--- src/rtl/mem_arbiter_if.sv ---
// Signal bundle between the IFU/LSU clients, the memory port and mem_arbiter.
// The arbiter takes the slave view; the clients plus memory model take the master view.
interface mem_arbiter_if #(
    parameter int ADDR_W = 32,
    parameter int DATA_W = 32
);
    logic                  ifu_req_i;
    logic [ADDR_W-1:0]     ifu_addr_i;
    logic                  ifu_gnt_o;
    logic                  ifu_rvalid_o;
    logic [DATA_W-1:0]     ifu_rdata_o;
    logic                  ifu_err_o;

    logic                  lsu_req_i;
    logic                  lsu_we_i;
    logic [ADDR_W-1:0]     lsu_addr_i;
    logic [DATA_W-1:0]     lsu_wdata_i;
    logic [DATA_W/8-1:0]   lsu_wstrb_i;
    logic                  lsu_gnt_o;
    logic                  lsu_rvalid_o;
    logic [DATA_W-1:0]     lsu_rdata_o;
    logic                  lsu_err_o;

    logic                  mem_req_o;
    logic                  mem_we_o;
    logic [ADDR_W-1:0]     mem_addr_o;
    logic [DATA_W-1:0]     mem_wdata_o;
    logic [DATA_W/8-1:0]   mem_wstrb_o;
    logic                  mem_ack_i;
    logic [DATA_W-1:0]     mem_rdata_i;

    modport slave (
        input  ifu_req_i, ifu_addr_i,
        output ifu_gnt_o, ifu_rvalid_o, ifu_rdata_o, ifu_err_o,
        input  lsu_req_i, lsu_we_i, lsu_addr_i, lsu_wdata_i, lsu_wstrb_i,
        output lsu_gnt_o, lsu_rvalid_o, lsu_rdata_o, lsu_err_o,
        output mem_req_o, mem_we_o, mem_addr_o, mem_wdata_o, mem_wstrb_o,
        input  mem_ack_i, mem_rdata_i
    );

    modport master (
        output ifu_req_i, ifu_addr_i,
        input  ifu_gnt_o, ifu_rvalid_o, ifu_rdata_o, ifu_err_o,
        output lsu_req_i, lsu_we_i, lsu_addr_i, lsu_wdata_i, lsu_wstrb_i,
        input  lsu_gnt_o, lsu_rvalid_o, lsu_rdata_o, lsu_err_o,
        input  mem_req_o, mem_we_o, mem_addr_o, mem_wdata_o, mem_wstrb_o,
        output mem_ack_i, mem_rdata_i
    );
endinterface

--- src/rtl/mem_arbiter.sv ---
// Round-robin arbiter sharing one memory port between IFU fetches and LSU loads/stores,
// one transaction in flight, with a bus-timeout watchdog that turns a missing ack into an error.
module mem_arbiter #(
    parameter int ADDR_W  = 32,
    parameter int DATA_W  = 32,
    parameter int TIMEOUT = 255
) (
    input  logic         clk_i,
    input  logic         rst_n_i,
    mem_arbiter_if.slave bus
);
    localparam int SW = DATA_W / 8;
    localparam int TW = (TIMEOUT > 0) ? $clog2(TIMEOUT + 1) : 1;
    localparam logic [TW-1:0] TLAST = (TIMEOUT > 0) ? TW'(TIMEOUT - 1) : '0;

    localparam logic [1:0] IDLE = 2'd0;
    localparam logic [1:0] BUSY = 2'd1;
    localparam logic [1:0] RESP = 2'd2;

    logic [1:0]        state;
    logic              owner_lsu;
    logic              last_lsu;
    logic              cur_we;
    logic [ADDR_W-1:0] cur_addr;
    logic [DATA_W-1:0] cur_wdata;
    logic [SW-1:0]     cur_wstrb;
    logic [TW-1:0]     timer;
    logic [DATA_W-1:0] ifu_rdata;
    logic              ifu_err;
    logic [DATA_W-1:0] lsu_rdata;
    logic              lsu_err;

    logic              pick_lsu;
    logic              any_req;
    logic              idle;
    logic              timed_out;
    logic              finish;
    logic [DATA_W-1:0] resp_data;

    // On a tie the requester that was not granted last wins; reset leaves IFU as "last".
    assign pick_lsu  = bus.lsu_req_i & (~bus.ifu_req_i | ~last_lsu);
    assign any_req   = bus.ifu_req_i | bus.lsu_req_i;
    assign idle      = rst_n_i & (state == IDLE);
    assign timed_out = (TIMEOUT != 0) && (timer == TLAST);
    assign finish    = bus.mem_ack_i | timed_out;
    assign resp_data = (bus.mem_ack_i & ~cur_we) ? bus.mem_rdata_i : '0;

    assign bus.ifu_gnt_o    = idle & bus.ifu_req_i & ~pick_lsu;
    assign bus.lsu_gnt_o    = idle & pick_lsu;
    assign bus.ifu_rvalid_o = (state == RESP) & ~owner_lsu;
    assign bus.lsu_rvalid_o = (state == RESP) & owner_lsu;
    assign bus.ifu_rdata_o  = ifu_rdata;
    assign bus.ifu_err_o    = ifu_err;
    assign bus.lsu_rdata_o  = lsu_rdata;
    assign bus.lsu_err_o    = lsu_err;

    assign bus.mem_req_o   = (state == BUSY);
    assign bus.mem_we_o    = cur_we;
    assign bus.mem_addr_o  = cur_addr;
    assign bus.mem_wdata_o = cur_wdata;
    assign bus.mem_wstrb_o = cur_wstrb;

    always_ff @(posedge clk_i or negedge rst_n_i) begin
        if (!rst_n_i) begin
            state     <= IDLE;
            owner_lsu <= 1'b0;
            last_lsu  <= 1'b0;
            cur_we    <= 1'b0;
            cur_addr  <= '0;
            cur_wdata <= '0;
            cur_wstrb <= '0;
            timer     <= '0;
            ifu_rdata <= '0;
            ifu_err   <= 1'b0;
            lsu_rdata <= '0;
            lsu_err   <= 1'b0;
        end else begin
            case (state)
                IDLE: begin
                    if (any_req) begin
                        owner_lsu <= pick_lsu;
                        last_lsu  <= pick_lsu;
                        cur_we    <= pick_lsu & bus.lsu_we_i;
                        cur_addr  <= pick_lsu ? bus.lsu_addr_i : bus.ifu_addr_i;
                        cur_wdata <= pick_lsu ? bus.lsu_wdata_i : '0;
                        cur_wstrb <= (pick_lsu & bus.lsu_we_i) ? bus.lsu_wstrb_i : '0;
                        timer     <= '0;
                        state     <= BUSY;
                    end
                end
                BUSY: begin
                    // An ack arriving on the watchdog's last cycle still counts as success.
                    if (finish) begin
                        if (owner_lsu) begin
                            lsu_rdata <= resp_data;
                            lsu_err   <= ~bus.mem_ack_i;
                        end else begin
                            ifu_rdata <= resp_data;
                            ifu_err   <= ~bus.mem_ack_i;
                        end
                        state <= RESP;
                    end else begin
                        timer <= timer + TW'(1);
                    end
                end
                RESP:    state <= IDLE;
                default: state <= IDLE;
            endcase
        end
    end
endmodule

--- src/flat_wrapper.sv ---
// flat-port wrapper written by rule: the top's interface ports become plain ports
module mem_arbiter_flat 
#(
    parameter int ADDR_W  = 32,
    parameter int DATA_W  = 32,
    parameter int TIMEOUT = 255
)
  (clk_i, rst_n_i, bus_ifu_req_i, bus_ifu_addr_i, bus_ifu_gnt_o, bus_ifu_rvalid_o, bus_ifu_rdata_o, bus_ifu_err_o, bus_lsu_req_i, bus_lsu_we_i, bus_lsu_addr_i, bus_lsu_wdata_i, bus_lsu_wstrb_i, bus_lsu_gnt_o, bus_lsu_rvalid_o, bus_lsu_rdata_o, bus_lsu_err_o, bus_mem_req_o, bus_mem_we_o, bus_mem_addr_o, bus_mem_wdata_o, bus_mem_wstrb_o, bus_mem_ack_i, bus_mem_rdata_i);
  mem_arbiter_if #(.ADDR_W(ADDR_W), .DATA_W(DATA_W)) bus_i ();
  input  logic clk_i;
  input  logic rst_n_i;
  input wire logic [$bits(bus_i.ifu_req_i)-1:0] bus_ifu_req_i;
  input wire logic [$bits(bus_i.ifu_addr_i)-1:0] bus_ifu_addr_i;
  output wire logic [$bits(bus_i.ifu_gnt_o)-1:0] bus_ifu_gnt_o;
  output wire logic [$bits(bus_i.ifu_rvalid_o)-1:0] bus_ifu_rvalid_o;
  output wire logic [$bits(bus_i.ifu_rdata_o)-1:0] bus_ifu_rdata_o;
  output wire logic [$bits(bus_i.ifu_err_o)-1:0] bus_ifu_err_o;
  input wire logic [$bits(bus_i.lsu_req_i)-1:0] bus_lsu_req_i;
  input wire logic [$bits(bus_i.lsu_we_i)-1:0] bus_lsu_we_i;
  input wire logic [$bits(bus_i.lsu_addr_i)-1:0] bus_lsu_addr_i;
  input wire logic [$bits(bus_i.lsu_wdata_i)-1:0] bus_lsu_wdata_i;
  input wire logic [$bits(bus_i.lsu_wstrb_i)-1:0] bus_lsu_wstrb_i;
  output wire logic [$bits(bus_i.lsu_gnt_o)-1:0] bus_lsu_gnt_o;
  output wire logic [$bits(bus_i.lsu_rvalid_o)-1:0] bus_lsu_rvalid_o;
  output wire logic [$bits(bus_i.lsu_rdata_o)-1:0] bus_lsu_rdata_o;
  output wire logic [$bits(bus_i.lsu_err_o)-1:0] bus_lsu_err_o;
  output wire logic [$bits(bus_i.mem_req_o)-1:0] bus_mem_req_o;
  output wire logic [$bits(bus_i.mem_we_o)-1:0] bus_mem_we_o;
  output wire logic [$bits(bus_i.mem_addr_o)-1:0] bus_mem_addr_o;
  output wire logic [$bits(bus_i.mem_wdata_o)-1:0] bus_mem_wdata_o;
  output wire logic [$bits(bus_i.mem_wstrb_o)-1:0] bus_mem_wstrb_o;
  input wire logic [$bits(bus_i.mem_ack_i)-1:0] bus_mem_ack_i;
  input wire logic [$bits(bus_i.mem_rdata_i)-1:0] bus_mem_rdata_i;
  assign bus_i.ifu_req_i = bus_ifu_req_i;
  assign bus_i.ifu_addr_i = bus_ifu_addr_i;
  assign bus_ifu_gnt_o = bus_i.ifu_gnt_o;
  assign bus_ifu_rvalid_o = bus_i.ifu_rvalid_o;
  assign bus_ifu_rdata_o = bus_i.ifu_rdata_o;
  assign bus_ifu_err_o = bus_i.ifu_err_o;
  assign bus_i.lsu_req_i = bus_lsu_req_i;
  assign bus_i.lsu_we_i = bus_lsu_we_i;
  assign bus_i.lsu_addr_i = bus_lsu_addr_i;
  assign bus_i.lsu_wdata_i = bus_lsu_wdata_i;
  assign bus_i.lsu_wstrb_i = bus_lsu_wstrb_i;
  assign bus_lsu_gnt_o = bus_i.lsu_gnt_o;
  assign bus_lsu_rvalid_o = bus_i.lsu_rvalid_o;
  assign bus_lsu_rdata_o = bus_i.lsu_rdata_o;
  assign bus_lsu_err_o = bus_i.lsu_err_o;
  assign bus_mem_req_o = bus_i.mem_req_o;
  assign bus_mem_we_o = bus_i.mem_we_o;
  assign bus_mem_addr_o = bus_i.mem_addr_o;
  assign bus_mem_wdata_o = bus_i.mem_wdata_o;
  assign bus_mem_wstrb_o = bus_i.mem_wstrb_o;
  assign bus_i.mem_ack_i = bus_mem_ack_i;
  assign bus_i.mem_rdata_i = bus_mem_rdata_i;
  mem_arbiter #(.ADDR_W(ADDR_W), .DATA_W(DATA_W), .TIMEOUT(TIMEOUT)) u_core (.clk_i(clk_i), .rst_n_i(rst_n_i), .bus(bus_i));
endmodule
--- config.mk ---
export PLATFORM = sky130hd
export DESIGN_NAME = mem_arbiter_flat
export DESIGN_NICKNAME = d
export VERILOG_FILES = /design/src/rtl/mem_arbiter_if.sv /design/src/rtl/mem_arbiter.sv /design/src/flat_wrapper.sv
export SDC_FILE = /design/constraint.sdc
export NUM_CORES = 1
export LEC_CHECK = 0
export ABC_AREA = 1
export CELL_PAD_IN_SITES_DETAIL_PLACEMENT = 2
export CELL_PAD_IN_SITES_GLOBAL_PLACEMENT = 2
export CORE_UTILIZATION = 25
export DETAILED_ROUTE_END_ITERATION = 8
export HOLD_SLACK_MARGIN = 0.06
export PLACE_DENSITY_LB_ADDON = 0.1
export SLEW_MARGIN = 10
export SYNTH_ARGS = -nofsm -noshare
export SYNTH_HDL_FRONTEND = slang
export SYNTH_SLANG_ARGS = --single-unit
--- constraint.sdc ---
create_clock -name clk_i -period 3.5 [get_ports clk_i]
set_clock_uncertainty 0.15 [all_clocks]
set_input_delay 1.05 -clock clk_i [delete_from_list [all_inputs] [get_ports clk_i]]
set_output_delay 1.05 -clock clk_i [all_outputs]
set_load 0.03 [all_outputs]
==> results.txt <==
The hold violation count in the final report is 0. The critical path goes through clkdlybuf4s50_1 -> inv_1 -> nor4_1 -> buf_4. The final cycle utilization of the critical path came out at between 90% and 100%. Synthesis handed over a netlist of between 700 and 800 instances. The clock latency reported for the late side of the worst-skew pair is between 0.4 and 0.5 ns.

The total congestion overflow came out at 0. In this run the worst path has a maximum fanout of 2. Setup repair after global routing left no endpoint under its margin. TritonCTS built the clock tree. The relative slew slack came out at 40.8%. Hold repair after CTS inserted 0 buffers. The slew at the pin with the worst max-slew slack is between 0.8 and 0.9 ns. Buffers placed on the I/O ports in this run total between 200 and 300.

The path depth of the worst reg2reg path is 7. The placement-stage cell area is between 9000 and 10,000 um2. Entering global routing, the biggest net connects around 150 pins. In the layout the commonest cells are 272 x sky130_fd_sc_hd__clkdlybuf4s50_1, 259 x sky130_fd_sc_hd__nand2_1, 146 x sky130_fd_sc_hd__dfrtp_1. In the final design database the tool counted 1,189 nets. The cell area after synthesis came out at between 6000 and 7000 um2. The clock net sink count came out at ~150.

The global routing usage on met2 came out at a little under a third. The clock slew at the register clock pins of the worst setup and hold paths is about 0.060 ns. The clock passes through at most 2 buffers. The type of the worst setup path is in -> out. The average routed wire per standard cell came out at 17.5 um. The placeable core area is 26,000 um2.

In this run the static leakage power is 0.00486 uW. The root buffer cell chosen for the clock tree is sky130_fd_sc_hd__clkbuf_16. The worst setup path is captured at an output port.

The floorplan has between 50 and 60 rows. The met3 track utilization from global routing is 5.52%. The post-detailed-route via-to-cell ratio came out at around 4.6.

The worst-case register-to-register setup slack came out at between 1 and 1.5 ns. The number of optimization iterations in the first detailed-route pass is 6. The total negative slack for setup checks came out at 0 ns.

The count of pins on the block boundary is 278. The delay of the slowest cell on the worst path came out at between 0.5 and 0.6 ns. The number of slew-limit violations in the final report was 0. The number of post-CTS setup repair buffers is 0. The flow ran to the end, and the final reports show no timing, DRC or antenna violations. The met1 demand-to-capacity share in global routing came out at between 20 and 25%.

The number of register bits inferred by synthesis came out at ~150. Setup violations remaining at the end of the flow were counted as 0. For this configuration, the core starts out at a cell density of roughly 25%. The post-route minimum period came out at ~3.4 ns. The via count came out at 6,459. The HPWL after detailed placement is around 17 mm. Along the worst hold path, the cell count comes to 2. Timing would allow up to 293 MHz.

The count of unresolved DRC violations after routing is 0. The worst setup path is launched from an input port. The total detailed-routing wirelength is about 24 mm. The first global-routing pass estimated 38.6 mm of wire. The warning count from the yosys run is 0.

The count of cells resized by post-cts repair came out at 0. The maximum resistive drop on vdd is 312 uV. The total of max-cap violations came out at 0. In this run the most used layer during global routing was met2. The first routing iteration left roughly 180 violations.

The overall die area is approximately 27,000 um2. Cells with a size suffix above 1 make up about 6.1% of the layout. In this run the remaining antenna-violating nets after routing total 0.

The slowest stage of the critical path is the sky130_fd_sc_hd__clkdlybuf4s50_1 cell. The number of antenna diodes in the final layout is 0. The post-route standard cell area excluding fillers is 10,200 um2.

In this run the horizontal extent of the chip is about 160 um. Of the synthesized area, sequential elements account for 55.4%. The area growth from synthesis to layout came out at 55.0%. When the netlist entered floorplanning its net count stood at 932. The number of antenna violations at the first check in global routing came to 0. The leading cell type in the layout, fill and taps excluded is sky130_fd_sc_hd__clkdlybuf4s50_1. Dividing total power by cell area gives a power density of roughly 930 nW/um2. At the worst endpoint, the arrival time is 2.21 ns. In this run the worst hold path is classified as reg -> reg. Averaged over all synthesized cells, the footprint is approximately 8.3 um2.

The number of unique standard cell types used by synthesis is 29. The weighted congestion at the end of routability-driven global placement is around 0.74. The number of buffers created by CTS came out at 17.

The total routing resource utilization after global routing came out at a little under a fifth. The level count of the clock H-tree is 4. The vertical die dimension came out at 164 um. The via count of the first global-routing pass is 7,019. Data on the critical path is required at its endpoint by 2.30 ns. The final core utilization is between 30% and 40%.
[area by class of cell]
type | count | area (um2)
clock buffer | 19 | 443
clock inverter | 13 | 124
fill | 2937 | 15800
inverter | 54 | 203
multi-input combinational | 536 | 2460
sequential | 146 | 3650
tap | 335 | 419
timing repair buffer | 294 | 2920
[logic make-up (layout without fill, tap and decap cells)]
| group | after synthesis | count (layout) | share of synthesized area, % |
|---|---|---|---|
| AO/OA/AOI/OAI | 78 | 78 | 6.11 |
| flip-flops | 146 | 146 | 55.4 |
| adder cells (fa/ha/maj) | 2 | 2 | 0.380 |
| buffers and inverters | 110 | 380 | 7.53 |
| XOR/XNOR | 1 | 1 | 0.133 |
| AND/OR/NAND/NOR | 455 | 455 | 30.4 |
[layer usage]
layer | vias to the layer above | wire, um
met5 | - | 0
met4 | 0 | 345
met3 | 20 | 1640
met2 | 165 | 12000
met1 | 3191 | 10500
li1 | 3083 | -
[state kept, by name (all words and copies together), names as in the netlist]
name                    flops
u_core.last_lsu             1
u_core.bus.ifu_rdata_o     32
u_core.bus.mem_we_o         1
u_core.bus.lsu_err_o        1
u_core.bus.mem_addr_o      32
u_core.bus.mem_wdata_o     32
u_core.bus.lsu_rdata_o     32
u_core.timer                8
u_core.bus.mem_wstrb_o      4
u_core.state                2
u_core.bus.ifu_err_o        1
[worst max-delay path, delay by kind of cell]
kind	cells	cell delay, ns
simple gates	1	0.30
buf+inv	3	0.86
[through the flow]
step                      cells  power, uW  setup slack [ns]  hold slack, ns
after floorplan             792       5510            0.0336           0.348
after global placement     1365       7690             0.136           0.302
after detailed placement   1365       7780            0.0868           0.312
after CTS                  1397       9640            0.0741           0.327
after global routing       1397      10100            0.0238           0.343
final                      1397       9460            0.0898           0.324
[power breakdown]
part	internal (uW)	switching (uW)	total [uW]
clock	1010	773	1780
combinational	1770	3100	4870
sequential	2400	411	2810
total	5180	4290	9460
[synth_stat cells (all sizes together)]
cell type | n | share of area [%]
nand3 | 48 | 4.0
clkbuf | 20 | 1.1
dfrtp | 146 | 55
nor2 | 75 | 4.5
nor4 | 1 | 0.095
inv | 53 | 3.0
a21oi | 3 | 0.34
buf | 36 | 3.3
nand4 | 66 | 6.3
o21ai | 73 | 5.5
o21bai | 1 | 0.11
clkinv | 1 | 0.057
nand2 | 262 | 15
nor3 | 3 | 0.23
a21boi | 1 | 0.11
xor2 | 1 | 0.13
ha | 2 | 0.38
[worst paths after layout]
kind,startpoint,endpoint
min reg2reg,u_core.bus.ifu_rdata_o[26]$_DFFE_PN0P_,u_core.bus.ifu_rdata_o[26]$_DFFE_PN0P_
min in group asynchronous,rst_n_i,u_core.bus.ifu_rdata_o[30]$_DFFE_PN0P_
min,u_core.bus.ifu_rdata_o[26]$_DFFE_PN0P_,u_core.bus.ifu_rdata_o[26]$_DFFE_PN0P_
max in group asynchronous,rst_n_i,u_core.timer[7]$_DFFE_PN0P_
max reg2reg,u_core.last_lsu$_DFFE_PN0P_,u_core.bus.mem_addr_o[17]$_DFFE_PN0P_
max,bus_ifu_req_i,bus_ifu_gnt_o
Note: power is estimated with default switching activity, not from simulation.
